==> src/rtl/state_multi_ref_event_logger.sv <==
// Debug-state mismatch logger: latest/sticky and first-fault mismatch vectors plus a
// show-ahead FIFO of timestamped mismatch events for a debug reader to drain.
module state_multi_ref_event_logger #(
  parameter int unsigned BITS    = 8,
  parameter int unsigned DEPTH   = 8,
  parameter int unsigned TS_BITS = 16,
  parameter int unsigned STICKY  = 0
) (
  input  logic                       iClk,
  input  logic                       iRst,
  input  logic                       iClear,
  input  logic                       iEnable,
  input  logic [BITS-1:0]            iRef,
  input  logic [BITS-1:0]            iDbgSt,
  input  logic                       iRdEn,
  output logic [BITS-1:0]            oChange,
  output logic [BITS-1:0]            oFirst,
  output logic                       oFirstValid,
  output logic                       oEvtValid,
  output logic [BITS-1:0]            oEvtDiff,
  output logic [TS_BITS-1:0]         oEvtTs,
  output logic [$clog2(DEPTH+1)-1:0] oCount,
  output logic                       oOverflow
);

  localparam int unsigned PW = $clog2(DEPTH);
  localparam int unsigned CW = $clog2(DEPTH + 1);
  localparam int unsigned EW = TS_BITS + BITS;

  logic [TS_BITS-1:0] r_ts;
  logic [BITS-1:0]    r_prev;
  logic [BITS-1:0]    r_change;
  logic [BITS-1:0]    r_first;
  logic               r_first_valid;
  logic [EW-1:0]      r_mem [DEPTH];
  logic [PW-1:0]      r_wr_ptr;
  logic [PW-1:0]      r_rd_ptr;
  logic [CW-1:0]      r_count;
  logic               r_overflow;

  logic               w_rst;
  logic [BITS-1:0]    w_diff;
  logic               w_push;
  logic               w_pop;
  logic               w_full;
  logic               w_wr;
  logic [BITS-1:0]    w_change_d;
  logic [CW-1:0]      w_count_d;
  logic [EW-1:0]      w_head;

  assign w_rst  = iRst | iClear;
  assign w_diff = iDbgSt ^ iRef;
  assign w_full = (r_count == CW'(DEPTH));
  assign w_pop  = iRdEn & (r_count != '0);
  // A persistent mismatch is logged once; it re-logs only after the vector changes.
  assign w_push = iEnable & (w_diff != '0) & (w_diff != r_prev);
  // Simultaneous pop frees a slot, so a push into a full FIFO still lands.
  assign w_wr   = w_push & (~w_full | w_pop);

  always_comb begin
    w_change_d = r_change;
    if (STICKY != 0) begin
      w_change_d = r_change | w_diff;
    end else if (w_diff != '0) begin
      w_change_d = w_diff;
    end
  end

  always_comb begin
    w_count_d = r_count;
    unique case ({w_wr, w_pop})
      2'b10:   w_count_d = r_count + CW'(1);
      2'b01:   w_count_d = r_count - CW'(1);
      default: w_count_d = r_count;
    endcase
  end

  always_ff @(posedge iClk) begin
    if (w_rst) begin
      r_ts          <= '0;
      r_prev        <= '0;
      r_change      <= '0;
      r_first       <= '0;
      r_first_valid <= 1'b0;
      r_wr_ptr      <= '0;
      r_rd_ptr      <= '0;
      r_count       <= '0;
      r_overflow    <= 1'b0;
    end else begin
      r_ts <= r_ts + TS_BITS'(1);
      if (iEnable) begin
        r_prev   <= w_diff;
        r_change <= w_change_d;
        if ((w_diff != '0) && !r_first_valid) begin
          r_first       <= w_diff;
          r_first_valid <= 1'b1;
        end
      end
      if (w_wr) begin
        r_wr_ptr <= r_wr_ptr + PW'(1);
      end
      if (w_pop) begin
        r_rd_ptr <= r_rd_ptr + PW'(1);
      end
      r_count <= w_count_d;
      if (w_push && w_full && !w_pop) begin
        r_overflow <= 1'b1;
      end
    end
  end

  // Storage needs no reset: the head is masked whenever the FIFO is empty.
  always_ff @(posedge iClk) begin
    if (w_wr && !w_rst) begin
      r_mem[r_wr_ptr] <= {r_ts, w_diff};
    end
  end

  assign w_head = r_mem[r_rd_ptr];

  assign oChange     = r_change;
  assign oFirst      = r_first;
  assign oFirstValid = r_first_valid;
  assign oEvtValid   = (r_count != '0);
  assign oEvtDiff    = oEvtValid ? w_head[BITS-1:0] : '0;
  assign oEvtTs      = oEvtValid ? w_head[EW-1:BITS] : '0;
  assign oCount      = r_count;
  assign oOverflow   = r_overflow;

endmodule

==> config.mk <==
export PLATFORM = sky130hd
export DESIGN_NAME = state_multi_ref_event_logger
export DESIGN_NICKNAME = d
export VERILOG_FILES = /design/src/rtl/state_multi_ref_event_logger.sv
export SDC_FILE = /design/constraint.sdc
export NUM_CORES = 1
export LEC_CHECK = 0
export CAP_MARGIN = 20
export CORE_AREA = 3 3 172 174
export DETAILED_ROUTE_END_ITERATION = 16
export DIE_AREA = 0 0 175 177
export MAX_ROUTING_LAYER = met4
export PLACE_DENSITY = 0.61
export SLEW_MARGIN = 40
export SYNTH_ARGS = -nofsm -noshare
export SYNTH_HDL_FRONTEND = slang
export SYNTH_SLANG_ARGS = --single-unit
==> constraint.sdc <==
create_clock -name iClk -period 7 [get_ports iClk]
set_input_delay 1.4 -clock iClk [delete_from_list [all_inputs] [get_ports iClk]]
set_output_delay 1.4 -clock iClk [all_outputs]
set_load 0.01 [all_outputs]
---- After elaboration in Yosys (flattened, before gate mapping) ----
Memories as Yosys holds them, arrays and structs flattened. A register that Yosys moved wholly into a read port is not among the register bits.
Index checks and enable logic that the tools add are counted.
word-level totals
  input bits .............................. 21
  memory bits (writable) .................. 192
  logic and storage cells ................. 46
  ROM bits ................................ 0
  bits in latches ......................... 0
  output and inout bits ................... 47
  memories ................................ 1
  register bits ........................... 52
operators by class
  eq/ne operators ......................... 4
  multipliers ............................. 0
  mux-type cells .......................... 7
  bitwise operators ....................... 8
  add/subtract/negate cells ............... 5
  divide/modulo/power cells ............... 0
  shifts and indexed selects .............. 0
  magnitude comparators ................... 0
  reductions and logical operators ........ 12
memory list
  memory  words  width  rd ports  clocked after memory_dff  wr ports  RTL line  text
  r_mem   8      24     1         1                         1         35        logic [EW-1:0] r_mem [DEPTH];
operator list
  operator                 count
  $add A16 B1 Y16 const B  1
  $mux W16                 1
  $mux W8                  1
  $ne A8 B8 Y1             1
  $pmux W4 S2              1
  $reduce_bool A8 Y1       1
  $xor A8 B8 Y8            1
  $add A3 B1 Y3 const B    2
  $mux W3                  2
  $add A4 B1 Y4 const B    1
  $and A1 B1 Y1            4
  $eq A4 B4 Y1 const B     1
  $logic_and A1 B1 Y1      4
  $reduce_and A2 Y1        2
  $reduce_bool A4 Y1       1
  $sub A4 B1 Y4 const B    1
  $logic_not A1 Y1         3
  $eq A2 B1 Y1 const B     1
  $eq A2 B2 Y1 const B     1
  $mux W1                  2
  $or A1 B1 Y1             2
  $reduce_bool A2 Y1       1
  $not A1 Y1               1

---- Longest topological paths before layout ----
Gate-level depths: netlist of the first run.
  word-level depth ........................ 8
  mapped depth ............................ 11
  depth with buffers taken out ............ 11

---- Worst setup path after synthesis of the first run ----
OpenSTA, ideal clock, no wires.
  path kind ............................... input port to flip-flop
  start ................................... input port iRef[4]
  end ..................................... memory r_mem[4][0] (netlist bit) (enable)
  stages on the path ...................... 6
  path buffers ............................ 0
  slack ................................... 2.452 ns
  required time ........................... 6.565 ns
  arrival time ............................ 4.112 ns
  library setup time ...................... 0.435 ns
  cell sequence ........................... xnor3_2 nand4_1 nor4_4 nor3_2 nand3_1 nor3_1
on the way
  cells in the longest elaborated chain, start to end .. 8
  elaborated cells on any way between the ends .. 9
  classes of those cells .................. eq/ne: 1; mux: 2; bitwise: 4; reduce/logical: 2
ends and longest elaborated chain
  item                               RTL line  text
  from (decl)                        13        input logic [BITS-1:0] iRef,
  $xor A8 B8 Y8 (*)                  52        assign w_diff = iDbgSt ^ iRef;
  $reduce_bool A8 Y1                 56        assign w_push = iEnable & (w_diff != '0) & (w_diff != r_prev);
  $and A1 B1 Y1                      56
  $and A1 B1 Y1 (*)                  56
  $and A1 B1 Y1 (*)                  58        assign w_wr = w_push & (~w_full | w_pop);
  $logic_and A1 B1 Y1 (*)            114       if (w_wr && !w_rst) begin
  $mux W1 (*)                        114
  $mux W1 (implied by the code) (*)  115       r_mem[r_wr_ptr] <= {r_ts, w_diff};
  to (decl)                          35
Mark *: on every way between the ends. The rest lies on a longest branch, timed or not.

---- Final worst setup path of the first run ----
  start ................................... input port iEnable
  end ..................................... memory r_mem[2][4] (netlist bit) (enable)
on the way
  cells in the longest elaborated chain, start to end .. 6
ends and longest elaborated chain
  item                           RTL line  text
  from (decl)                    12        input logic iEnable,
  $and A1 B1 Y1 (2 in a row)     56
  $and A1 B1 Y1                  58
  $logic_and A1 B1 Y1            114
  $mux W1                        114
  $mux W1 (implied by the code)  115
No other way between the ends.

==> flow_metrics.env, run 1 <==
export IMPL_status="finished clean"
export IMPL_grt_pass1_wl_microns=31100
export IMPL_worstHoldPathType="flop to flop"
export IMPL_die_area_sq_um=31000
export IMPL_syn_area_per_cell_sq_um=17.1
export IMPL_peakVddDrop_mv=0.144
export IMPL_fin_crit_sh_pct=61.6
export IMPL_synth_xor_area_share_pct=4.26
export IMPL_maxSlewHeadroom_pct=45.8
export IMPL_synth_compound_area_share_pct=3.00
export IMPL_dpl_hpwl_microns=11600
export IMPL_fp_row_count=61
export IMPL_clockBufferDepth=3
export IMPL_syn_to_final_growth_pct=19.6
export IMPL_end_kind="flop"
export IMPL_place_gp_congestion=0.809
export IMPL_port_buffers=67
export IMPL_synth_top_area_share_pct=58.8
export IMPL_die_w_microns=175
export IMPL_synth_edf_count=192
export IMPL_cts_inserted_buffers=25
export IMPL_crit_type="input pin to flop"
export IMPL_drt_iter0_drc=445
export IMPL_max_freq_mhz=232
export IMPL_start_util_pct=35.1
export IMPL_insertion_delay_ns=0.51
export IMPL_cts_resized=0
export IMPL_synth_async_reset_ratio_pct=0
export IMPL_core_sq_um=27900
export IMPL_tritoncts="done"
export IMPL_ys_flop_type="edfxtp_1"
export IMPL_tns_ns=0
export IMPL_cts_sinks=247
export IMPL_diodes=0
export IMPL_postPlaceCellArea_sq_um=11000
export IMPL_worstPathArrival_ns=4.49
export IMPL_drt_wl_total_microns=19500
export IMPL_root_buffer="clkbuf_16"
export IMPL_multiInputGateArea_sq_um=2790
export IMPL_finClkSkew_ns=0.0178
export IMPL_synth_seq_area_share_pct=70.1
export IMPL_synth_area_top_cells="edfxtp_1 59%, dfxtp_1 11%, mux4_2 11%, nor2_1 3.2%, mux2i_1 2.6%"
export IMPL_clkTransAtPathRegs_ns=0.06
export IMPL_grt_overflow=0
export IMPL_drv_slew=0
export IMPL_grt_max_degree=54
export IMPL_grtUsageTotal_pct=13.1
export IMPL_ys_ff_latch=247
export IMPL_cap_violations=0
export IMPL_synthAdderAreaFrac_pct=0.843
export IMPL_firstDrtPassIters=5
export IMPL_power_leakage_nw=3.68
export IMPL_wire_per_inst_microns=18.6
export IMPL_grt_setup_unrepaired="no"
export IMPL_power_density_nw_per_um2=255
export IMPL_ys_warnings_count=0
export IMPL_drive_gt1_share_pct=18.2
export IMPL_critPathRequiredTime_ns=7.18
export IMPL_yosysTopAreaCell="edfxtp_1"
export IMPL_antenna_found_initial=0
export IMPL_nets=680
export IMPL_synth_area_sq_um=9800
export IMPL_num_io_pins=68
export IMPL_design_area_sq_um=11700
export IMPL_synth_simple_area_share_pct=6.46
export IMPL_post_cts_buffers=0
export IMPL_seq_area_sq_um=6870
export IMPL_vias=5085
export IMPL_synth_top_family_by_area="multiplexers"
export IMPL_synthesis_nets=599
export IMPL_worstMarginPinSlew_ns=0.811
export IMPL_synthDistinctLibCells=53
export IMPL_power_mw=2.99
export IMPL_syn_inst=572
export IMPL_setup_viol=0
export IMPL_viasPerCell=4.84
export IMPL_fillCellCount=2517
export IMPL_h_tree_depth=1
export IMPL_path_max_fanout=23
export IMPL_period_minus_slack_ns=4.31
export IMPL_drc_errors=0
export IMPL_cts_hold_buf=0
export IMPL_startpoint_type="input pin"
export IMPL_die_y_microns=177
export IMPL_synth_area_mux_share_pct=13.6
export IMPL_grt_pass1_vias=5559
export IMPL_finalHoldViolCount=0
export IMPL_ant_nets=0
[cell usage in the layout (no fill, tap or decap), drive strengths merged, types with 6 or more instances in the layout]
cell type / instances
inv: 14
edfxtp: 192
clkbuf: 36
buf: 12
mux2i: 25
clkinv: 6
nor3: 7
a211oi: 19
clkdlybuf4s50: 67
xnor3: 6
nand4: 8
nand2: 7
dfxtp: 55
nor2: 85
mux4: 48
xor2: 10
xnor2: 19
[worst max-delay path, stage by stage]
cell,delay [ns]
clkdlybuf4s50_1,1.00
o21ai_2,0.41
nor3_2,0.43
nand3b_1,0.26
nor2_2,0.57
buf_4,0.40
[metal layers]
layer / wire, microns / part of all wire, % / vias to the layer above / track usage, %
met1: 8730 / 45 / 2572 / 17.2
li1: - / - / 2372 / -
met5: 0 / 0 / - / -
met4: 221 / 1.1 / 0 / 2.56
met2: 9590 / 49 / 125 / 21.7
met3: 946 / 4.9 / 16 / 2.30
[final timing paths]
path | from | to | slack [ns] | depth (start not counted)
max reg2reg | r_prev[6]$_SDFFE_PP0P_ | oCount[3]$_SDFFE_PP0P_ | 3.99 | 11
max | iEnable | r_mem[2][4]$_DFFE_PP_ | 2.69 | 6
min | r_prev[2]$_SDFFE_PP0P_ | r_prev[2]$_SDFFE_PP0P_ | 0.49 | 2
min reg2reg | r_prev[2]$_SDFFE_PP0P_ | r_prev[2]$_SDFFE_PP0P_ | 0.49 | 2
[power by group]
part	internal, mW	switching (mW)	total (mW)
combinational	0.0785	0.0854	0.164
clock	0.710	0.519	1.23
sequential	1.59	0.0119	1.60
total	2.38	0.616	2.99
[synthesized netlist by cell type, types with 2 or more instances]
| cell type | number |
|---|---|
| o21ai_0 | 2 |
| buf_2 | 5 |
| o21ai_2 | 2 |
| a22oi_1 | 5 |
| ha_1 | 5 |
| a21o_1 | 2 |
| clkbuf_1 | 14 |
| a211oi_1 | 19 |
| nand3b_1 | 2 |
| nand4_1 | 8 |
| nand2_1 | 7 |
| buf_1 | 3 |
| xnor3_2 | 2 |
| dfxtp_1 | 55 |
| xnor2_1 | 17 |
| nand2b_1 | 3 |
| mux4_2 | 48 |
| mux2i_1 | 25 |
| nor2_1 | 83 |
| a21oi_1 | 5 |
| xnor3_1 | 4 |
| nor3_1 | 6 |
| edfxtp_1 | 192 |
| xor2_1 | 10 |
| nand3_1 | 5 |
| inv_1 | 13 |
| buf_6 | 2 |
| and3_1 | 3 |
[cells by family after synthesis]
logic type      count (synthesis)
simple gates                  131
xor+xnor                       35
mux                            73
fa+ha+maj                       6
buf+inv                        39
flops                         247
compound gates                 41
[through the flow]
stage          setup WS, ns  utilization (%)  instances  hold slack, ns
6_report               2.69             42.0       1050           0.487
5_1_grt                2.44             42.0       1050           0.527
4_1_cts                2.58             41.9       1049           0.487
3_5_place_dp           2.14             39.2       1003           0.479
3_3_place_gp           2.33             39.1       1002           0.475
2_1_floorplan          2.45                -        572           0.457
[final cells by class]
class | instances | area share [%]
clock inverters | 10 | 0.694
inverters | 14 | 0.459
clock buffers | 36 | 5.77
flip-flops and latches | 247 | 58.6
multi-input cells | 286 | 23.8
well taps | 378 | 4.03
repair buffers | 79 | 6.66
[flip-flops by register name, summed over array words and instances (netlist names), named ones only]
name and cells:
r_mem 192, r_wr_ptr 3, r_ts 16, oCount 4, oChange 8, oFirst 8, oOverflow 1, r_rd_ptr 3
oFirstValid 1, r_prev 8
Power figures use the tool's default switching activity.
==> run 2: changes to the inputs <==
==> constraint.sdc (replaced) <==
create_clock -name iClk -period 4.4 [get_ports iClk]
set_input_delay 0.88 -clock iClk [delete_from_list [all_inputs] [get_ports iClk]]
set_output_delay 0.88 -clock iClk [all_outputs]
set_load 0.01 [all_outputs]
==> run 2 against run 1 <==
Against the previous run: clock power increased by 84%; critical path depth decreased by 1; sequential share of layout area decreased by 1.3 points; worst hold slack got worse by 0.0011 ns; critical path type is now flop to primary output; largest power group unchanged.
==> flow_metrics.env, run 2 (synthesized netlist as in run 1, its figures left out) <==
export IMPL_status="finished clean"
export IMPL_drc_errors=0
export IMPL_core_sq_um=27900
export IMPL_finalHoldViolCount=0
export IMPL_vias=5213
export IMPL_h_tree_depth=1
export IMPL_crit_family="buffers and inverters"
export IMPL_maxSlewHeadroom_pct=56.8
export IMPL_peakVddDrop_mv=0.222
export IMPL_grt_overflow=0
export IMPL_cts_sinks=247
export IMPL_reg_top3="r_mem (192), r_ts (16)"
export IMPL_hold_slack_ns=0.486
export IMPL_end_kind="primary output"
export IMPL_final_common_cell="edfxtp_1"
export IMPL_worstPathArrival_ns=2.89
export IMPL_cp_slowest_cell="dfxtp_4"
export IMPL_grt_pass1_vias=5562
export IMPL_fp_row_count=61
export IMPL_syn_to_final_growth_pct=22.4
export IMPL_finClkSkew_ns=0.0125
export IMPL_die_y_microns=177
export IMPL_cts_inserted_buffers=26
export IMPL_start_util_pct=35.1
export IMPL_reg2reg_to="oCount[3]$_SDFFE_PP0P_"
export IMPL_max_freq_mhz=266
export IMPL_r2r_slack_ns=1.25
export IMPL_power_density_nw_per_um2=423
export IMPL_period_minus_slack_ns=3.77
export IMPL_cts_hold_buf=0
export IMPL_post_cts_buffers=0
export IMPL_critical_path_max_stage_delay_ns=0.67
export IMPL_ant_nets=0
export IMPL_grt_max_degree=54
export IMPL_critPathRequiredTime_ns=3.52
export IMPL_crit_type="flop to primary output"
export IMPL_die_w_microns=175
export IMPL_num_io_pins=68
export IMPL_firstDrtPassIters=4
export IMPL_largest_reg_flops=192
export IMPL_r2r_start="oCount[0]$_SDFFE_PP0P_"
export IMPL_dpl_hpwl_microns=12400
export IMPL_diodes=0
export IMPL_reg2regPathDepth=12
export IMPL_insertion_delay_ns=0.52
export IMPL_clkTransAtPathRegs_ns=0.06
export IMPL_drt_iter0_drc=276
export IMPL_drive_gt1_share_pct=21.2
export IMPL_p_comb_share_pct=5.3
export IMPL_die_area_sq_um=31000
export IMPL_cts_resized=0
export IMPL_tns_ns=0
export IMPL_wire_per_inst_microns=18.5
export IMPL_grtUsageTotal_pct=13.4
export IMPL_grt_setup_unrepaired="no"
export IMPL_nets=700
export IMPL_tritoncts="done"
export IMPL_seqPwrFrac_pct=50.2
export IMPL_root_buffer="clkbuf_16"
export IMPL_setup_viol=0
export IMPL_viasPerCell=4.87
export IMPL_antenna_found_initial=0
export IMPL_port_buffers=67
export IMPL_grt_pass1_wl_microns=31500
export IMPL_power_leakage_nw=3.84
export IMPL_place_gp_congestion=0.792
export IMPL_cap_violations=0
export IMPL_clockBufferDepth=3
export IMPL_worstHoldPathType="flop to flop"
export IMPL_drt_wl_total_microns=19800
export IMPL_intPower_mw=4.06
export IMPL_switching_share_pct=19.9
export IMPL_p_clk_share_pct=44.6
export IMPL_top_register="r_mem"
export IMPL_drv_slew=0
export IMPL_worstSetupEndpoint="oEvtTs[10]"
export IMPL_crit_buf_inv=2
export IMPL_startpoint_type="flop"
export IMPL_path_depth=5
export IMPL_power_switching_mw=1.01
export IMPL_power_mw=5.07
export IMPL_crit_path_cell_trace="buf_4 > mux4_2 > mux2i_1 > nor2_1 > clkdlybuf4s50_1"
export IMPL_path_max_fanout=24
export IMPL_fin_crit_sh_pct=85.6
export IMPL_worstMarginPinSlew_ns=0.648
export IMPL_final_cell_mix="192 x edfxtp_1, 77 x nor2_1, 67 x clkdlybuf4s50_1, 53 x dfxtp_1, 48 x mux4_2"
==> run 2: worst min-delay path by stage <==
stage	end	slack, ns	start	cells after the start
global placement	oOverflow$_SDFFE_PP0P_	0.45	oOverflow$_SDFFE_PP0P_	2
floorplan	r_prev[3]$_SDFFE_PP0P_	0.46	r_prev[3]$_SDFFE_PP0P_	2
global route	r_prev[2]$_SDFFE_PP0P_	0.51	r_prev[2]$_SDFFE_PP0P_	2
finish	r_prev[3]$_SDFFE_PP0P_	0.49	r_prev[3]$_SDFFE_PP0P_	2
detailed placement	oOverflow$_SDFFE_PP0P_	0.46	oOverflow$_SDFFE_PP0P_	2
CTS	r_prev[3]$_SDFFE_PP0P_	0.49	r_prev[3]$_SDFFE_PP0P_	2
==> run 2: area by class of cell <==
cell class                 instances  area [sq um]
tap                              378           473
clock inverter                    19           220
timing repair buffer              98           903
fill                            2494         15900
sequential                       247          6870
inverter                          14          53.8
clock buffer                      29           683
multi-input combinational        286          2790
==> run 2: per-layer routing <==
| metal | share of wire, % | vias to the layer above | GRT usage [%] |
|---|---|---|---|
| met4 | 1.4 | 0 | 2.93 |
| li1 | - | 2417 | - |
| met2 | 48 | 135 | 21.9 |
| met5 | 0 | - | - |
| met1 | 45 | 2636 | 17.5 |
| met3 | 5.4 | 25 | 2.55 |
==> run 2: per-stage QoR <==
| step | area, sq um | cells | worst slack [ns] | util [%] |
|---|---|---|---|---|
| after floorplan | 9800 | 572 | 0.372 | - |
| after detailed placement | 11100 | 1023 | 0.630 | 39.7 |
| after global routing | 12000 | 1071 | 0.406 | 42.9 |
| after global placement | 11100 | 1023 | 0.693 | 39.7 |
| after CTS | 12000 | 1071 | 0.529 | 42.9 |
| final | 12000 | 1071 | 0.635 | 42.9 |
==> run 2: power groups by stage <==
stage	logic, mW	clock network, mW	registers [mW]
CTS	0.273	2.31	2.54
detailed placement	0.272	0	2.59
global route	0.293	2.41	2.55
finish	0.268	2.26	2.55
floorplan	0.152	0	2.59
global placement	0.265	0	2.59
==> run 2: tightest hold or removal path, delay by kind of cell (launching register included) <==
family,cells,cell delay (ns)
AOI/OAI and AO/OA,1,0.04
DFF,1,0.31
and+or+nand+nor,1,0.08
